==> src/rtl/boid_frame_writer.sv <==
`default_nettype none
// ============================================================================
// boid_frame_writer: double-buffered display memory filler (clear + sprites).
// Rev 1.0 -- optional BOID_CLIP_EN suppresses off-screen sprite pixels.
// ============================================================================
module boid_frame_writer #(
  parameter int MAX_BOIDS           = 4,
  parameter int BITS_FOR_BOIDS      = $clog2(MAX_BOIDS),
  parameter int VIDEO_WIDTH         = 640,
  parameter int VIDEO_HEIGHT        = 480,
  parameter int PIXEL_ADDRESS_WIDTH = 19,
  parameter int SPRITE_SIZE         = 2
) (
  input  logic                           clock,
  input  logic                           reset,
  input  logic                           screen_end,
  output logic [BITS_FOR_BOIDS-1:0]      boid_sel,
  input  logic [9:0]                     boid_x,
  input  logic [8:0]                     boid_y,
  output logic                           wr_en,
  output logic                           wr_buf,
  output logic [PIXEL_ADDRESS_WIDTH-1:0] wr_addr,
  output logic                           wr_data,
  output logic                           disp_buf,
  output logic                           busy,
  output logic                           frame_done,
  output logic [7:0]                     overrun_count
);

  localparam int                           PIXEL_COUNT = VIDEO_WIDTH * VIDEO_HEIGHT;
  localparam logic [PIXEL_ADDRESS_WIDTH-1:0] LAST_ADDR = PIXEL_ADDRESS_WIDTH'(PIXEL_COUNT - 1);
  localparam logic [BITS_FOR_BOIDS-1:0]    LAST_BOID   = BITS_FOR_BOIDS'(MAX_BOIDS - 1);
  localparam logic [2:0]                   S_LAST      = 3'(SPRITE_SIZE - 1);
  localparam logic [9:0]                   W10         = 10'(VIDEO_WIDTH);
  localparam logic [8:0]                   H9          = 9'(VIDEO_HEIGHT);
  localparam logic [10:0]                  W11         = 11'(VIDEO_WIDTH);
  localparam logic [9:0]                   H10         = 10'(VIDEO_HEIGHT);

  typedef enum logic [2:0] {
    ST_IDLE  = 3'd0,
    ST_CLEAR = 3'd1,
    ST_FETCH = 3'd2,
    ST_LATCH = 3'd3,
    ST_DRAW  = 3'd4,
    ST_NEXT  = 3'd5,
    ST_DONE  = 3'd6
  } state_t;

  state_t                           state_q;
  logic                             disp_buf_q, wr_en_q, wr_data_q, busy_q, frame_done_q;
  logic [PIXEL_ADDRESS_WIDTH-1:0]   wr_addr_q;
  logic [BITS_FOR_BOIDS-1:0]        boid_sel_q;
  logic [7:0]                       overrun_q;
  logic [9:0]                       bx_q;
  logic [8:0]                       by_q;
  logic [2:0]                       dx_q, dy_q, dx_d, dy_d;
  logic                             last_pix;
  logic [PIXEL_ADDRESS_WIDTH:0]     pix_first, pix_next;

  // Returns {write_valid, address}; address = py*640 built from shifts.
  function automatic logic [PIXEL_ADDRESS_WIDTH:0] pix(input logic [9:0] bx, input logic [8:0] by,
                                                       input logic [2:0] dx, input logic [2:0] dy);
    logic [10:0]                    sx;
    logic [9:0]                     sy;
    logic [9:0]                     px;
    logic [8:0]                     py;
    logic                           ok;
    logic [PIXEL_ADDRESS_WIDTH-1:0] pyw;
    sx = {1'b0, bx} + {8'b0, dx};
    sy = {1'b0, by} + {7'b0, dy};
`ifdef BOID_CLIP_EN
    ok = (sx < W11) && (sy < H10);
    px = sx[9:0];
    py = sy[8:0];
`else
    ok = 1'b1;
    px = (sx >= W11) ? 10'(sx - W11) : sx[9:0];
    py = (sy >= H10) ? 9'(sy - H10) : sy[8:0];
`endif
    pyw = PIXEL_ADDRESS_WIDTH'(py);
    return {ok, (pyw << 9) + (pyw << 7) + PIXEL_ADDRESS_WIDTH'(px)};
  endfunction

  always_comb begin
    dx_d = dx_q + 3'd1;
    dy_d = dy_q;
    if (dx_q == S_LAST) begin
      dx_d = 3'd0;
      dy_d = dy_q + 3'd1;
    end
    last_pix  = (dx_q == S_LAST) && (dy_q == S_LAST);
    pix_next  = pix(bx_q, by_q, dx_d, dy_d);
    pix_first = pix(boid_x, boid_y, 3'd0, 3'd0);
  end

  always_ff @(posedge clock) begin
    if (reset) begin
      state_q      <= ST_IDLE;
      disp_buf_q   <= 1'b0;
      wr_en_q      <= 1'b0;
      wr_data_q    <= 1'b0;
      wr_addr_q    <= '0;
      boid_sel_q   <= '0;
      busy_q       <= 1'b0;
      frame_done_q <= 1'b0;
      overrun_q    <= 8'd0;
      bx_q         <= 10'd0;
      by_q         <= 9'd0;
      dx_q         <= 3'd0;
      dy_q         <= 3'd0;
    end else begin
      // Any pulse outside IDLE, including the DONE cycle, is an overrun.
      if (state_q != ST_IDLE && screen_end && overrun_q != 8'hFF)
        overrun_q <= overrun_q + 8'd1;
      case (state_q)
        ST_IDLE: if (screen_end) begin
          disp_buf_q <= ~disp_buf_q;
          busy_q     <= 1'b1;
          wr_en_q    <= 1'b1;
          wr_data_q  <= 1'b0;
          wr_addr_q  <= '0;
          state_q    <= ST_CLEAR;
        end
        ST_CLEAR: if (wr_addr_q == LAST_ADDR) begin
          wr_en_q    <= 1'b0;
          boid_sel_q <= '0;
          state_q    <= ST_FETCH;
        end else begin
          wr_addr_q  <= wr_addr_q + PIXEL_ADDRESS_WIDTH'(1);
        end
        ST_FETCH: state_q <= ST_LATCH;
        ST_LATCH: begin
          bx_q <= boid_x;
          by_q <= boid_y;
          dx_q <= 3'd0;
          dy_q <= 3'd0;
          if (boid_x >= W10 || boid_y >= H9) begin
            state_q <= ST_NEXT;
          end else begin
            wr_en_q   <= pix_first[PIXEL_ADDRESS_WIDTH];
            wr_data_q <= 1'b1;
            wr_addr_q <= pix_first[PIXEL_ADDRESS_WIDTH-1:0];
            state_q   <= ST_DRAW;
          end
        end
        ST_DRAW: if (last_pix) begin
          wr_en_q <= 1'b0;
          state_q <= ST_NEXT;
        end else begin
          dx_q      <= dx_d;
          dy_q      <= dy_d;
          wr_en_q   <= pix_next[PIXEL_ADDRESS_WIDTH];
          wr_addr_q <= pix_next[PIXEL_ADDRESS_WIDTH-1:0];
        end
        ST_NEXT: if (boid_sel_q == LAST_BOID) begin
          frame_done_q <= 1'b1;
          busy_q       <= 1'b0;
          boid_sel_q   <= '0;
          wr_data_q    <= 1'b0;
          state_q      <= ST_DONE;
        end else begin
          boid_sel_q   <= boid_sel_q + BITS_FOR_BOIDS'(1);
          state_q      <= ST_FETCH;
        end
        ST_DONE: begin
          frame_done_q <= 1'b0;
          state_q      <= ST_IDLE;
        end
        default: state_q <= ST_IDLE;
      endcase
    end
  end

  assign boid_sel      = boid_sel_q;
  assign wr_en         = wr_en_q;
  assign wr_buf        = ~disp_buf_q;
  assign wr_addr       = wr_addr_q;
  assign wr_data       = wr_data_q;
  assign disp_buf      = disp_buf_q;
  assign busy          = busy_q;
  assign frame_done    = frame_done_q;
  assign overrun_count = overrun_q;

endmodule
`default_nettype wire

==> config.mk <==
export PLATFORM = sky130hd
export DESIGN_NAME = boid_frame_writer
export DESIGN_NICKNAME = d
export VERILOG_FILES = /design/src/rtl/boid_frame_writer.sv
export SDC_FILE = /design/constraint.sdc
export NUM_CORES = 1
export LEC_CHECK = 0
export ABC_AREA = 1
export CORE_MARGIN = 2
export CORE_UTILIZATION = 30
export DETAILED_ROUTE_END_ITERATION = 8
export PLACE_DENSITY_LB_ADDON = 0.05
export SYNTH_ARGS = -nofsm -noshare
export SYNTH_HDL_FRONTEND = slang
export SYNTH_SLANG_ARGS = --single-unit
==> constraint.sdc <==
create_clock -name clock -period 3.54 [get_ports clock]
set_input_delay 0.354 -clock clock [delete_from_list [all_inputs] [get_ports clock]]
set_output_delay 0.354 -clock clock [all_outputs]
set_load 0.02 [all_outputs]
# ---- Yosys cells after proc, flatten, opt, wreduce, memory -nomap -nowiden
# Index checks and enable logic that the tools add are counted.
dict set report word_totals {
  in_bits 22
  register_bits 62
  out_inout_bits 35
}
dict set report classes {
  bitwise_logic 1
  eq_ne 18
  addsub 15
  reduce_logical 21
  magnitude_cmp 6
  n_mux 35
}
# op count
set op_table {}
lappend op_table {{$mux W19} 4}
lappend op_table {{$pmux W19 S4} 1}
lappend op_table {{$add A18 B16 Y19} 2}
lappend op_table {{$add A19 B10 Y19} 2}
lappend op_table {{$mux W3} 8}
lappend op_table {{$ge A10 B10 Y1 const B} 2}
lappend op_table {{$mux W10} 2}
lappend op_table {{$sub A10 B10 Y10 const B} 2}
lappend op_table {{$add A19 B1 Y19 const B} 1}
lappend op_table {{$eq A19 B19 Y1 const B} 1}
lappend op_table {{$ge A9 B9 Y1 const B} 2}
lappend op_table {{$mux W9} 2}
lappend op_table {{$pmux W3 S6} 1}
lappend op_table {{$sub A9 B9 Y9 const B} 2}
lappend op_table {{$ne A2 B2 Y1 const B} 7}
lappend op_table {{$pmux W3 S2} 2}
lappend op_table {{$add A10 B3 Y11} 1}
lappend op_table {{$ge A11 B10 Y1 const B} 1}
lappend op_table {{$add A9 B3 Y10} 1}
lappend op_table {{$ge A10 B9 Y1 const B} 1}
lappend op_table {{$eq A3 B1 Y1 const B} 3}
lappend op_table {{$eq A3 B3 Y1 const B} 3}
lappend op_table {{$add A8 B1 Y8 const B} 1}
lappend op_table {{$mux W1} 8}
lappend op_table {{other kinds (21)} 36}

# ---- Depth between registers and ports, before layout
# Gate-level depths: netlist of run 1.
dict set report depth {
  ltp_word 9
  depth_mapped 34
  mapped_depth_nobuf 34
}

# ---- Worst setup path after synthesis of run 1
# OpenSTA, ideal clock, no wires.
dict set report synth_path {
  path_type {reg-to-reg}
  start {register dx_q[0]}
  end {register wr_addr_q[17] (netlist: wr_addr[17])}
  arrival_time_ns 3.744
  period_less_slack_ns 3.876
  setup_time_ns 0.132
  path_slack_ns -0.336
  stages_incl_launch_ff 25
  cell_sequence {dfxtp_1 > inv_2 > nor3_4 > inv_1 > nand2_1 > o21ai_0 > fa_1 > nand2_1 > nand2_1 > nand2_1 > xor2_1 > nand3_1 > o21bai_1 > mux2_2 > ha_1 > ha_1 > nand2_1 > nor2_1 > nand3_1 > nand3_1 > nand3_1 > nand3_1 > nand3_1 > nand2_1 > a21oi_1}
}
dict set report synth_via {
  elab_chain_len 9
}
# element line
set synth_rtl {}
lappend synth_rtl {{start: declaration} 56} ;# logic [2:0] dx_q, dy_q, dx_d, dy_d;
lappend synth_rtl {{start signal: assignment} 109} ;# dx_q <= 3'd0;
lappend synth_rtl {{start signal: assignment} 135} ;# dx_q <= 3'd0;
lappend synth_rtl {{start signal: assignment} 150} ;# dx_q <= dx_d;
lappend synth_rtl {{$eq A3 B1 Y1} {87, 91}}
lappend synth_rtl {{$mux W3} 87} ;# if (dx_q == S_LAST) begin
lappend synth_rtl {{$add A9 B3 Y10} 70} ;# sy = {1'b0, by} + {7'b0, dy};
lappend synth_rtl {{$sub A9 B9 Y9 / $ge A10 B9 Y1 (equally long branches)} 78} ;# py = (sy >= H10) ? 9'(sy - H10) : sy[8:0];
lappend synth_rtl {{$mux W9} 78}
lappend synth_rtl {{$add A18 B16 Y19} 81} ;# return {ok, (pyw << 9) + (pyw << 7) + PIXEL_ADDRESS_WIDTH'(px)};
lappend synth_rtl {{$add A19 B10 Y19} 81}
lappend synth_rtl {{$mux W19} 146} ;# ST_DRAW: if (last_pix) begin
lappend synth_rtl {{$pmux W19 S4} 115} ;# case (state_q)
lappend synth_rtl {{end signal: assignment} 129} ;# wr_addr_q <= wr_addr_q + PIXEL_ADDRESS_WIDTH'(1);
lappend synth_rtl {{end signal: assignment} 142} ;# wr_addr_q <= pix_first[PIXEL_ADDRESS_WIDTH-1:0];
lappend synth_rtl {{end signal: assignment} 153} ;# wr_addr_q <= pix_next[PIXEL_ADDRESS_WIDTH-1:0];
lappend synth_rtl {{end: declaration} 51} ;# logic [PIXEL_ADDRESS_WIDTH-1:0] wr_addr_q;
# Parallel ways exist; a longest one is shown, timed or not. The select of a mux whose other input is x is not followed.
# A chain may end at the register's enable or synchronous reset.

# ---- Worst setup path after layout of run 1
# Same ends and word-level chain as after synthesis.

==> results of run 1 <==
## cells by family after synthesis
logic type / Yosys count / synth area share
AND/OR/NAND/NOR: 378 / 0.328
flip-flops: 62 / 0.237
multiplexers: 2 / 0.00430
XOR/XNOR: 14 / 0.0234
AO/OA/AOI/OAI: 167 / 0.172
buffers and inverters: 129 / 0.0987
adder cells (fa/ha/maj): 54 / 0.136
## worst max-delay path: cells and delay by family, from the launching register on
kind	cells	cell delay, ns
buffers and inverters	4	0.25
adder cells (fa/ha/maj)	3	0.91
AND/OR/NAND/NOR	17	1.66
XOR/XNOR	2	0.39
flip-flops	1	0.37
AO/OA/AOI/OAI	2	0.26
## per-layer routing
metal	wire length, um	track usage	up-vias
li1	-	-	2999
met1	9140	0.281	2668
met2	8060	0.306	94
met3	519	0.0257	22
met4	303	0.0619	0
met5	0	0	-
## timing repair
action                     4_1_cts  5_1_grt
setup buffers                   14        4
gates cloned                     0        0
setup endpoints to repair       10       10
pin swaps                       52       40
resized for setup               73       34
## final cells by class
type                       count  area [sq um]
multi-input combinational    615          3970
timing repair buffer         169          1430
tap                          225           282
clock buffer                  10           239
inverter                     112           428
clock inverter                 6          70.1
sequential                    62          1250
fill                        1808          9500
## power breakdown
group          internal (W)  total, W  leakage, nW  switching, W
sequential         0.000754  0.000823        0.504     0.0000689
combinational      0.000395  0.000975         2.67      0.000580
clock              0.000568  0.000945        0.141      0.000376
## metrics by stage
stage	instances	instance area, sq um	setup slack (ns)	power (W)	utilization
after floorplan	806	5320	-0.143	0.00139	-
after global placement	1165	6790	-0.560	0.00175	0.395
after detailed placement	1165	6790	-0.638	0.00175	0.395
after CTS	1195	7480	-0.378	0.00275	0.436
after global routing	1199	7670	-0.615	0.00290	0.447
final	1199	7670	-0.366	0.00274	0.447
## worst min-delay path by stage
stage / to / slack, ns
4_1_cts: busy / 0.47
2_1_floorplan: bx_q[0] / 0.45
3_5_place_dp: busy / 0.46
3_3_place_gp: busy / 0.45
5_1_grt: bx_q[0] / 0.50
6_report: busy / 0.47
## flip-flops by register name, summed over array words and instances, names as in the netlist
signal,flops
wr_addr,19
bx_q,10
by_q,9
overrun_count,8
dx_q,3
dy_q,3
state_q,3
boid_sel,2
busy,1
disp_buf,1
frame_done,1
wr_data,1
wr_en,1
## cells in the mapped netlist (3+ instances only)
master and count:
xnor2_1 5, nand2_2 11, ha_1 49, o211ai_1 6, nor2_2 6, inv_1 101
inv_2 9, nand3_2 3, buf_2 4, a21oi_1 78, o22ai_1 3, or2_2 4
nand4_1 9, o21ai_0 59, dfxtp_1 62, o21ai_1 4, clkbuf_1 9, nand2_1 190
nand3_1 60, nor3_1 15, fa_1 5, nor2_1 65, o21bai_1 5, nand2_4 5
xor2_1 9
==> reports/metrics.yaml, run 1 <==
cts_made_buffers: 9
max_slew_margin: 0.376
reg2reg_from: "dx_q[0]"
cts_tree: "yes"
die_h_um: 136
layout_setup_ws_ns: -0.366
min_path_type: "register to register"
final_nets: 1045
status: "complete, but fails checks"
dr.pass1.iters: 5
cts_root_buffer: "clkbuf_16"
min_period_over_period: 1.10
hpwl_um: 13700
startpoint_type: "register"
ff2ff_path_depth: 28
grt_pass1_vias: 5476
yosys_warnings: 0
cts_hold_buffers: 0
synth_seq_cells: 62
num_rows: 48
dieArea_sq_mm: 0.0185
ios: 57
drt-vias-per-instance: 4.82
power_leakage_nw: 3.32
yosys.area.top_type_share: 0.237
postSynthAreaPerCell_sq_um: 6.50
track_usage: 0.197
finalHoldViolCount: 0
synth_edf_count: 0
core-area_sq_mm: 0.0172
rsz0062_at_grt: "yes"
async_reset_ff_frac: 0
port_buffers: 56
grt_pass1_wl_um: 28200
crit_end: "wr_addr[17]"
layout_commonest_cell: "nand2_1"
whs_ns: 0.468
min_period_ns: 3.91
antenna_left: 0
violations: "setup timing"
syn-num-nets: 882
critPathRequiredTime_ns: 3.81
critPathKind: "register to register"
synthCells: 806
seq_area_frac_synth: 0.237
drt-initial-drc-count: 256
setup_violations: 10
critPathLaunch: "dx_q[0]"
p_per_area_mw_per_mm2: 357
cp.arrival_ns: 4.18
ys.flop_type: "dfxtp_1"
ir_worst_vdd_v: 0.000224
worstMarginPinSlew_ns: 0.936
ys_types: 48
critPathCaptureType: "register"
mostFrequentLayoutCells: "nand2_1, buf_4, inv_1"
antenna_found_initial: 0
hp-start: "busy"
r2r-end: "wr_addr[17]"
drv_slew: 0
die_w_um: 136
antenna_cells: 0
drt-total-wl_um: 18000
tns_ns: -2.46
reg2reg_setup_slack_ns: -0.37
htreeDepth: 3
fin_skew_ns: 0.0122
start_util: 0.305
synthTopCellsByArea: "dfxtp_1, nand2_1, ha_1, a21oi_1, inv_1"
cts.sinks: 62
whs_path_depth: 2
wl_per_cell_um: 15.0
grt_max_degree: 39
crit_path_top_delay_cell: "dfxtp_4"
syn2layout_area_growth_pct: 46.6
clk_pin_slew_worst_paths_ns: 0.06
clk_latency_ns: 0.35
fmax_mhz: 256
max_stage_delay_ns: 0.37
routabilityCongestion: 0.863
drive_gt1_frac: 0.274
clockBufferDepth: 2
synth_area_sq_mm: 0.00524
drv_cap: 0
yosysTopAreaCell: "dfxtp_1"
overflow: 0
drc_errors: 0
via_count: 5783
crit_fanout: 4
Note: power is estimated with default switching activity, not from simulation.
==> inputs of run 2 (changes only) <==
--- a/config.mk
+++ b/config.mk
@@ -6,6 +6,7 @@
 export NUM_CORES = 1
 export LEC_CHECK = 0
 export ABC_AREA = 1
+export CAP_MARGIN = 20
 export CORE_MARGIN = 2
 export CORE_UTILIZATION = 30
 export DETAILED_ROUTE_END_ITERATION = 8
==> results of run 2 <==
No change in the layout: final DEF, timing and power equal those of run 1.
==> inputs of run 3 (changes only) <==
--- a/config.mk
+++ b/config.mk
@@ -11,6 +11,7 @@
 export CORE_UTILIZATION = 30
 export DETAILED_ROUTE_END_ITERATION = 8
 export PLACE_DENSITY_LB_ADDON = 0.05
+export RECOVER_POWER = 25
 export SYNTH_ARGS = -nofsm -noshare
 export SYNTH_HDL_FRONTEND = slang
 export SYNTH_SLANG_ARGS = --single-unit
==> run 3 against run 2 <==
- flip-flop and latch count unchanged
- non-clock buffer count unchanged
- clock skew about the same
- critical path depth unchanged
- register-to-register slack about the same
- via count down 0.26%
- sequential share of layout area unchanged
- hold slack worse by 0.0028 ns
- sequential power about the same
- the flow still finishes with violations (setup timing)
==> reports/metrics.yaml, run 3 (same netlist as run 1, synthesis figures left out) <==
status: "complete, but fails checks"
violations: "setup timing"
min_path_type: "register to register"
clk_pin_slew_worst_paths_ns: 0.06  # about the same
fin_skew_ns: 0.0120  # -0.000266 ns
antenna_left: 0  # unchanged
final_nets: 1045  # unchanged
rsz0062_at_grt: "yes"
critPathLaunch: "dx_q[0]"
critPathRequiredTime_ns: 3.81  # about the same
reg2reg_setup_slack_ns: -0.36  # about the same
overflow: 0  # unchanged
htreeDepth: 3  # unchanged
cp.arrival_ns: 4.17  # about the same
drt-vias-per-instance: 4.81  # -0.26%
num_rows: 48  # unchanged
place_ws_ns: -0.638  # unchanged
crit_family: "simple AND/OR/NAND/NOR gates"
drv_slew: 0  # unchanged
cts_made_buffers: 9  # unchanged
max_slew_margin: 0.363  # -0.0122
setup_violations: 10  # unchanged
core-area_sq_mm: 0.0172  # unchanged
syn2layout_area_growth_pct: 46.6  # unchanged
grt_max_degree: 39  # unchanged
critPathCaptureType: "register"
routabilityCongestion: 0.863  # unchanged
mostFrequentLayoutCells: "nand2_1, buf_4, inv_1"
cts.sinks: 62  # unchanged
worstMarginPinSlew_ns: 0.954  # +0.0182 ns
power.total_w: 0.00273  # -0.32%
seqCellArea_sq_mm: 0.00125  # unchanged
r2r-end: "wr_addr[17]"
grt_pass1_wl_um: 28200  # unchanged
p_per_area_mw_per_mm2: 356  # -0.32%
die_w_um: 136  # unchanged
antenna_cells: 0  # unchanged
layout_setup_ws_ns: -0.358  # +0.00737 ns
fmax_mhz: 257  # +0.19%
ir_worst_vdd_v: 0.000223  # -0.51%
ios: 57  # unchanged
wl_per_cell_um: 15.0  # about the same
drv_cap: 0  # unchanged
cts_root_buffer: "clkbuf_16"
port_buffers: 56  # unchanged
via_count: 5768  # -0.26%
ff2ff_path_depth: 28  # unchanged
critPathBufInv: 4  # unchanged
drive_gt1_frac: 0.274  # unchanged
multiInputGateArea_sq_mm: 0.00397  # unchanged
cts_tree: "yes"
dr.pass1.iters: 4  # -1
max_stage_delay_ns: 0.36  # about the same
nFillCells: 1808  # unchanged
crit_end: "wr_addr[17]"
hpwl_um: 13700  # unchanged
start_util: 0.305  # unchanged
fin_util: 0.447  # unchanged
largest_reg_flops: 19  # unchanged
track_usage: 0.197  # unchanged
layout_commonest_cell: "nand2_1"
min_period_ns: 3.90  # -0.00737 ns
worst-path-stages: 28  # unchanged
finalHoldViolCount: 0  # unchanged
critPathKind: "register to register"
power_leakage_nw: 3.36  # +1.4%
cts_hold_buffers: 0  # unchanged
dieArea_sq_mm: 0.0185  # unchanged
drt-total-wl_um: 18000  # about the same
startpoint_type: "register"
clk_latency_ns: 0.35  # about the same
drc_errors: 0  # unchanged
reg2reg_from: "dx_q[0]"
crit_path_top_delay_cell: "dfxtp_4"
grt_pass1_vias: 5476  # unchanged
crit_fanout: 4  # unchanged
min_period_over_period: 1.10  # -0.00208
die_h_um: 136  # unchanged
drt-initial-drc-count: 265  # +3.5%
antenna_found_initial: 0  # unchanged
clockBufferDepth: 2  # unchanged
[run 3: report_power, final]
part	switching, W	total (W)	internal (W)
combinational	0.000580	0.000968	0.000388
sequential	0.0000681	0.000822	0.000754
clock	0.000375	0.000944	0.000568
[run 3: metal layers]
layer | routed length [um] | up-vias | GRT usage
met3 | 496 | 21 | 0.0257
met4 | 304 | 0 | 0.0619
met2 | 8090 | 88 | 0.306
met1 | 9140 | 2654 | 0.281
li1 | - | 3005 | -
met5 | 0 | - | 0
[run 3: final cells by class]
cell class | count | area share
sequential | 62 | 0.163
clock inverter | 6 | 0.00913
multi-input combinational | 615 | 0.518
clock buffer | 10 | 0.0311
tap | 225 | 0.0367
timing repair buffer | 169 | 0.187
inverter | 112 | 0.0558
[run 3: worst min-delay path by stage]
| stage | depth (start not counted) | end | slack [ns] | startpoint |
|---|---|---|---|---|
| 6_report | 2 | busy | 0.46 | busy |
| 5_1_grt | 2 | bx_q[0] | 0.50 | bx_q[0] |
| 4_1_cts | 2 | busy | 0.47 | busy |
| 3_5_place_dp | 2 | busy | 0.46 | busy |
| 3_3_place_gp | 2 | busy | 0.45 | busy |
| 2_1_floorplan | 2 | bx_q[0] | 0.45 | bx_q[0] |
[run 3: worst min-delay path: stages, from the launching register on]
cell     delay [ns]
dfxtp_1        0.31
nand2_1        0.06
a21oi_1        0.05
[run 3: what timing repair did]
item,CTS,global route
resized for setup,73,34
endpoints found under the hold margin,0,0
pin swaps,52,40
buffers inserted,14,4
setup endpoints to repair,10,10
[run 3: per-stage QoR]
| step | area (sq um) | instances | hold WS, ns | setup TNS (ns) |
|---|---|---|---|---|
| 3_5_place_dp | 6790 | 1165 | 0.462 | -3.61 |
| 2_1_floorplan | 5320 | 806 | 0.445 | -0.534 |
| 5_1_grt | 7670 | 1199 | 0.500 | -4.85 |
| 4_1_cts | 7480 | 1195 | 0.471 | -2.46 |
| 3_3_place_gp | 6790 | 1165 | 0.452 | -2.98 |
| 6_report | 7670 | 1199 | 0.465 | -2.44 |
